[config.mk]
export PLATFORM = sky130hd
export DESIGN_NAME = mm_job_ctrl
export DESIGN_NICKNAME = d
export VERILOG_FILES = /design/src/rtl/mm_pkg.sv /design/src/rtl/mm_loop_cnt.sv /design/src/rtl/mm_job_ctrl.sv
export SDC_FILE = /design/constraint.sdc
export NUM_CORES = 1
export LEC_CHECK = 0
export ABC_AREA = 1
export CORE_MARGIN = 3
export CORE_UTILIZATION = 37
export CTS_CLUSTER_DIAMETER = 30
export CTS_CLUSTER_SIZE = 16
export DETAILED_ROUTE_END_ITERATION = 7
export GPL_TIMING_DRIVEN = 0
export HOLD_SLACK_MARGIN = 0.02
export PLACE_DENSITY = 0.72
export SYNTH_ARGS = -nofsm -noshare
export SYNTH_HDL_FRONTEND = slang
export SYNTH_SLANG_ARGS = --single-unit
[constraint.sdc]
create_clock -name clk -period 2 [get_ports clk]
set_input_delay 0.5 -clock clk [delete_from_list [all_inputs] [get_ports clk]]
set_output_delay 0.5 -clock clk [all_outputs]
set_load 0.01 [all_outputs]
[src/rtl/mm_pkg.sv]
// Shared types and dimensions for the matrix-multiply job controller.
// The pipeline depth constants fix the mac_clr / C_wen alignment and the DRAIN length.
package mm_pkg;

    localparam int DIM       = 4;
    localparam int IDX_W     = $clog2(DIM);
    localparam int MAT_SIZE  = DIM * DIM;
    localparam int RD_LAT    = 1;
    localparam int MAC_LAT   = 1;
    localparam int DRAIN_CYC = RD_LAT + MAC_LAT;

    typedef enum logic [1:0] {
        IDLE  = 2'd0,
        RUN   = 2'd1,
        DRAIN = 2'd2,
        DONE  = 2'd3
    } state_t;

endpackage

[src/rtl/mm_loop_cnt.sv]
// Nested i/j/k index counter: k innermost, then j, then i, each wrapping at DIM-1.
// clr has priority over en; all_last flags the final (DIM-1, DIM-1, DIM-1) point.
module mm_loop_cnt
    import mm_pkg::*;
#(
    parameter int DIM   = mm_pkg::DIM,
    parameter int IDX_W = $clog2(DIM)
) (
    input  logic             clk,
    input  logic             reset,
    input  logic             en,
    input  logic             clr,
    output logic [IDX_W-1:0] i,
    output logic [IDX_W-1:0] j,
    output logic [IDX_W-1:0] k,
    output logic             k_last,
    output logic             all_last
);

    localparam logic [IDX_W-1:0] LAST = IDX_W'(DIM - 1);

    logic [IDX_W-1:0] r_i;
    logic [IDX_W-1:0] r_j;
    logic [IDX_W-1:0] r_k;
    logic             w_j_last;
    logic             w_i_last;

    assign k_last   = (r_k == LAST);
    assign w_j_last = (r_j == LAST);
    assign w_i_last = (r_i == LAST);
    assign all_last = k_last && w_j_last && w_i_last;

    always_ff @(posedge clk or negedge reset) begin
        if (!reset) begin
            r_i <= '0;
            r_j <= '0;
            r_k <= '0;
        end else if (clr) begin
            r_i <= '0;
            r_j <= '0;
            r_k <= '0;
        end else if (en) begin
            if (k_last) begin
                r_k <= '0;
                if (w_j_last) begin
                    r_j <= '0;
                    r_i <= w_i_last ? '0 : r_i + 1'b1;
                end else begin
                    r_j <= r_j + 1'b1;
                end
            end else begin
                r_k <= r_k + 1'b1;
            end
        end
    end

    assign i = r_i;
    assign j = r_j;
    assign k = r_k;

endmodule

[src/rtl/mm_job_ctrl.sv]
// Matrix-multiply job controller: sweeps the i/j/k loop nest and aligns mac_clr / C_wen
// to the 1-cycle RAM read and the registered MAC. All outputs come straight from flops.
//
// state | meaning
// IDLE  | waiting for start; host may own the memories
// RUN   | issuing one operand pair per cycle
// DRAIN | flushing the read and MAC stages
// DONE  | job complete, C holds the result
module mm_job_ctrl
    import mm_pkg::*;
#(
    parameter int DIM   = mm_pkg::DIM,
    parameter int IDX_W = $clog2(DIM),
    parameter int CNT_W = 16
) (
    input  logic             clk,
    input  logic             reset,
    input  logic             start,
    input  logic             load_mem,
    output logic             busy,
    output logic             done,
    output logic             abort,
    output logic             mac_clr,
    output logic             C_wen,
    output logic [IDX_W-1:0] Ai,
    output logic [IDX_W-1:0] Aj,
    output logic [IDX_W-1:0] Bi,
    output logic [IDX_W-1:0] Bj,
    output logic [IDX_W-1:0] Ci,
    output logic [IDX_W-1:0] Cj,
    output logic [CNT_W-1:0] cycle_cnt
);

    localparam logic [1:0] DRAIN_LOAD = 2'(DRAIN_CYC - 1);

    state_t           r_state;
    state_t           w_state_nxt;

    logic [IDX_W-1:0] w_i;
    logic [IDX_W-1:0] w_j;
    logic [IDX_W-1:0] w_k;
    logic             w_k_last;
    logic             w_all_last;
    logic             w_cnt_en;
    logic             w_cnt_clr;
    logic             w_issue;
    logic             w_abort_req;
    logic             w_job_start;
    logic             w_active;

    logic [1:0]       r_drain;
    logic             r_busy;
    logic             r_done;
    logic             r_abort;
    logic             r_mac_clr;
    logic             r_wen_d1;
    logic             r_C_wen;
    logic [IDX_W-1:0] r_ci_d1;
    logic [IDX_W-1:0] r_cj_d1;
    logic [IDX_W-1:0] r_ci;
    logic [IDX_W-1:0] r_cj;
    logic [CNT_W-1:0] r_cycle_cnt;

    mm_loop_cnt #(
        .DIM   (DIM),
        .IDX_W (IDX_W)
    ) u_loop_cnt (
        .clk      (clk),
        .reset    (reset),
        .en       (w_cnt_en),
        .clr      (w_cnt_clr),
        .i        (w_i),
        .j        (w_j),
        .k        (w_k),
        .k_last   (w_k_last),
        .all_last (w_all_last)
    );

    always_ff @(posedge clk or negedge reset) begin
        if (!reset) begin
            r_state <= IDLE;
        end else begin
            r_state <= w_state_nxt;
        end
    end

    always_comb begin
        w_state_nxt = r_state;
        case (r_state)
            IDLE: begin
                if (start && !load_mem) w_state_nxt = RUN;
            end
            RUN: begin
                if (load_mem)        w_state_nxt = IDLE;
                else if (w_all_last) w_state_nxt = DRAIN;
            end
            DRAIN: begin
                if (load_mem)          w_state_nxt = IDLE;
                else if (r_drain == '0) w_state_nxt = DONE;
            end
            DONE: begin
                if (load_mem)   w_state_nxt = IDLE;
                else if (start) w_state_nxt = RUN;
            end
            default: w_state_nxt = IDLE;
        endcase
    end

    assign w_issue     = (r_state == RUN);
    assign w_active    = (r_state == RUN) || (r_state == DRAIN);
    assign w_abort_req = w_active && load_mem;
    assign w_job_start = (w_state_nxt == RUN) && (r_state != RUN);

    // Indices freeze on the last issue point so they hold through DRAIN and DONE.
    assign w_cnt_en  = w_issue && !w_all_last;
    assign w_cnt_clr = (w_state_nxt == IDLE) || w_job_start;

    always_ff @(posedge clk or negedge reset) begin
        if (!reset) begin
            r_drain <= '0;
        end else if (w_issue && (w_state_nxt == DRAIN)) begin
            r_drain <= DRAIN_LOAD;
        end else if ((r_state == DRAIN) && (r_drain != '0)) begin
            r_drain <= r_drain - 1'b1;
        end
    end

    always_ff @(posedge clk or negedge reset) begin
        if (!reset) begin
            r_busy  <= 1'b0;
            r_done  <= 1'b0;
            r_abort <= 1'b0;
        end else begin
            r_busy  <= (w_state_nxt == RUN) || (w_state_nxt == DRAIN);
            r_done  <= (w_state_nxt == DONE);
            r_abort <= w_abort_req;
        end
    end

    // mac_clr trails the k==0 issue by the read latency; C_wen trails k==DIM-1 by read+MAC.
    always_ff @(posedge clk or negedge reset) begin
        if (!reset) begin
            r_mac_clr <= 1'b0;
            r_wen_d1  <= 1'b0;
            r_C_wen   <= 1'b0;
            r_ci_d1   <= '0;
            r_cj_d1   <= '0;
            r_ci      <= '0;
            r_cj      <= '0;
        end else if (w_abort_req) begin
            r_mac_clr <= 1'b0;
            r_wen_d1  <= 1'b0;
            r_C_wen   <= 1'b0;
            r_ci_d1   <= '0;
            r_cj_d1   <= '0;
            r_ci      <= '0;
            r_cj      <= '0;
        end else begin
            r_mac_clr <= w_issue && (w_k == '0);
            r_wen_d1  <= w_issue && w_k_last;
            r_C_wen   <= r_wen_d1;
            r_ci_d1   <= w_i;
            r_cj_d1   <= w_j;
            r_ci      <= r_ci_d1;
            r_cj      <= r_cj_d1;
        end
    end

    always_ff @(posedge clk or negedge reset) begin
        if (!reset) begin
            r_cycle_cnt <= '0;
        end else if (w_job_start) begin
            r_cycle_cnt <= '0;
        end else if (w_active && (r_cycle_cnt != '1)) begin
            r_cycle_cnt <= r_cycle_cnt + 1'b1;
        end
    end

    assign busy      = r_busy;
    assign done      = r_done;
    assign abort     = r_abort;
    assign mac_clr   = r_mac_clr;
    assign C_wen     = r_C_wen;
    assign Ai        = w_i;
    assign Aj        = w_k;
    assign Bi        = w_k;
    assign Bj        = w_j;
    assign Ci        = r_ci;
    assign Cj        = r_cj;
    assign cycle_cnt = r_cycle_cnt;

endmodule

==> flow_metrics.py <==
metrics = {
    "status": {
        "status": "finished with violations",
        "violations": "setup timing",
    },
    "yosys": {
        "synth_cell_types": 24,
        "ys_seq_area_frac": 0.447,
        "synth_top_area_share": 0.447,
        "syn_area_mm2": 0.00224,
        "synth_area_leaders": "dfrtp_1, nand2_1, ha_1",
        "synthesis.nets": 305,
        "yosys_register_bits": 40,
        "syn_inst": 287,
        "ys_warn_count": 0,
        "synth_area_per_cell_um2": 7.79,
        "yosysTopAreaCell": "dfrtp_1",
    },
    "sta": {
        "fmax_mhz": 477,
        "fin_ws_ns": -0.0956,
        "fin_crit_sh": 1.05,
        "finalClockSkew_ns": 0.00617,
        "setup_viol": 22,
        "worstMarginPinSlew_ns": 0.881,
        "slew_violations": 0,
        "relSlewSlack": 0.413,
        "min_period_ns": 2.10,
        "rsz0062_at_grt": "true",
        "setup_tns_ns": -1.47,
        "finalHoldViolations": 0,
    },
    "route": {
        "routed-via-count": 2010,
        "dr.pass1.iters": 4,
        "wl_um": 5090,
        "antenna_left": 0,
        "drc": 0,
        "wire_per_inst_um": 12.1,
        "vias_per_cell": 4.79,
        "dr.first_iter.drc_count": 140,
    },
    "setup_path": {
        "crit_arrival_ns": 2.34,
        "cp_slowest_cell": "dfrtp_2",
        "max_stage_delay_ns": 0.47,
        "end_kind": "register",
        "critPathKind": "reg2reg",
        "cp_data_required_time_ns": 2.24,
        "cp-start-kind": "register",
        "cp_top_family": "flip-flops",
        "worstPathMaxFanout": 6,
        "path_buf_inv": 4,
        "path_cells": "inv_2 -> ha_4 -> a21oi_2 -> o211ai_1 -> a21oi_2 -> ha_2 -> inv_2 -> nor2_4 -> buf_6 -> nor3_4 -> buf_6 -> nand2_1 -> nand2_1",
    },
    "floorplanning": {
        "die_w_um": 83.8,
        "start_util": 0.394,
        "num_io_pins": 37,
        "core_mm2": 0.00568,
        "dieArea_mm2": 0.00702,
        "rows": 27,
        "die-height_um": 83.8,
    },
    "global_routing": {
        "overflow": 0,
        "track_usage": 0.155,
        "grt_pass1_vias": 2047,
        "antenna_found_initial": 0,
        "grt_max_degree": 41,
        "grt_pass1_wl_um": 9120,
    },
    "placement": {
        "place_area_mm2": 0.00272,
        "hpwl_um": 3400,
        "io_buffers": 36,
        "place_ws_ns": -0.594,
        "dpl.cell_count": 395,
        "place_congestion": 0.781,
    },
    "job": {
        "max_cap_violations": 0,
    },
    "clock_network": {
        "insertion_delay_ns": 0.29,
        "clk_path_buf_depth": 2,
        "htree_levels": 2,
        "cts_tree": "done",
        "clock-root-buffer": "clkbuf_8",
        "clk_pin_slew_ns": 0.08,
        "numCtsBuffers": 5,
        "cts.sinks": 40,
    },
    "finish": {
        "largest_reg_flops": 16,
        "fin_nets": 365,
        "antenna_cells": 0,
        "area_growth_pct": 38.4,
        "final_area_mm2": 0.00310,
        "drive_gt1_frac": 0.216,
        "stdcell_count": 420,
    },
    "pwr": {
        "p_per_area_mw_per_mm2": 1220,
        "peakVddDrop_uv": 765,
        "p_leak_nw": 1.49,
    },
    "hold_path": {
        "hp-class": "in2async",
    },
}
-- report_power, final --
part	leakage [nW]	internal [W]	switching [W]
logic	0.898	0.000916	0.000988
clock network	0.0541	0.000369	0.000299
registers	0.537	0.00102	0.000179
total	1.49	0.00230	0.00147
-- kinds of logic (layout without fill, tap and decap cells) --
| family | after synthesis | after routing | share of synthesized area |
|---|---|---|---|
| fa+ha+maj | 14 | 14 | 0.0783 |
| xor+xnor | 6 | 6 | 0.0235 |
| buf+inv | 49 | 110 | 0.0900 |
| simple gates | 158 | 158 | 0.306 |
| compound gates | 20 | 20 | 0.0542 |
| flops | 40 | 40 | 0.447 |
-- cell usage in the layout (no fill, tap or decap), types with 2 or more instances in the layout --
cell / netlist / final
buf_6: 1 / 7
dfrtp_1: 40 / 38
nand2_4: 1 / 3
o21ai_1: 0 / 4
inv_2: 1 / 4
ha_1: 14 / 5
nand3_1: 33 / 31
nand4_1: 6 / 6
o21ai_0: 10 / 5
nand2_2: 1 / 10
nand2_1: 79 / 68
o211ai_1: 2 / 2
a21oi_1: 5 / 2
ha_4: 0 / 3
a21oi_2: 0 / 3
buf_4: 2 / 16
clkdlybuf4s50_1: 0 / 33
inv_1: 42 / 38
ha_2: 0 / 6
xor2_1: 5 / 5
nor2_4: 2 / 4
nor2_1: 33 / 32
clkbuf_8: 0 / 5
dfrtp_2: 0 / 2
-- stage by stage --
| stage | total power [W] | hold WS (ns) | utilization |
|---|---|---|---|
| 6_report | 0.00377 | 0.321 | 0.546 |
| 5_1_grt | 0.00406 | 0.401 | 0.546 |
| 4_1_cts | 0.00367 | 0.358 | 0.534 |
| 3_5_place_dp | 0.00268 | 0.460 | 0.480 |
| 3_3_place_gp | 0.00264 | 0.457 | 0.481 |
| 2_1_floorplan | 0.00208 | 0.204 | - |
-- worst reg2reg max path, cell delays in order (launching register included) --
cell      delay [ns]
dfrtp_2         0.47
inv_2           0.11
ha_4            0.15
a21oi_2         0.04
o211ai_1        0.28
a21oi_2         0.12
ha_2            0.19
inv_2           0.06
nor2_4          0.05
buf_6           0.11
nor3_4          0.21
buf_6           0.16
nand2_1         0.05
nand2_1         0.05
-- timing repair --
item / CTS / global route
hold buffers: 0 / 0
gates resized for setup: 28 / 18
pin swaps: 9 / 7
setup endpoints to repair: 24 / 24
endpoints found under the hold margin: 0 / 0
setup buffers: 15 / 2
-- final cells by class --
| class | count | area, um^2 |
|---|---|---|
| Inverter | 43 | 164 |
| Timing Repair Buffer | 53 | 494 |
| Tap cell | 72 | 90.1 |
| Clock buffer | 5 | 68.8 |
| Buffer | 6 | 52.6 |
| Multi-Input combinational cell | 198 | 1180 |
| Clock inverter | 3 | 42.5 |
| Sequential cell | 40 | 1000 |
| Fill cell | 516 | 2580 |
-- cell usage after synthesis (all sizes together) --
| master | number |
|---|---|
| a21oi | 5 |
| clkbuf | 1 |
| dfrtp | 40 |
| xnor2 | 1 |
| nand4 | 6 |
| nand2 | 81 |
| o21ai | 11 |
| xor2 | 5 |
| nand3 | 33 |
| buf | 5 |
| nor2 | 37 |
| ha | 14 |
| inv | 43 |
| o211ai | 2 |
| a211oi | 2 |
| nor3 | 1 |
-- layer usage --
metal	track usage	wire [um]	share of wire	vias to the layer above
met4	0.0512	104	0.020	0
met2	0.268	2540	0.50	41
met1	0.197	2250	0.44	942
li1	-	-	-	1018
met5	0	0	0	-
met3	0.0267	202	0.040	9
-- path summary, 6_finish.rpt --
| path | start | end | slack (ns) | depth (start not counted) |
|---|---|---|---|---|
| hold / removal | reset | cycle_cnt[15] | 0.32 | 1 |
| setup reg to reg | r_state[0] | cycle_cnt[9] | -0.1 | 13 |
| setup / recovery | r_state[0] | cycle_cnt[9] | -0.1 | 13 |
| min in group clk | r_ci_d1[0] | Ci[0] | 0.47 | 2 |
| max in group asynchronous | reset | r_state[1] | 1.08 | 1 |
| hold reg to reg | r_ci_d1[0] | Ci[0] | 0.47 | 2 |
Note: power is estimated with default switching activity, not from simulation.
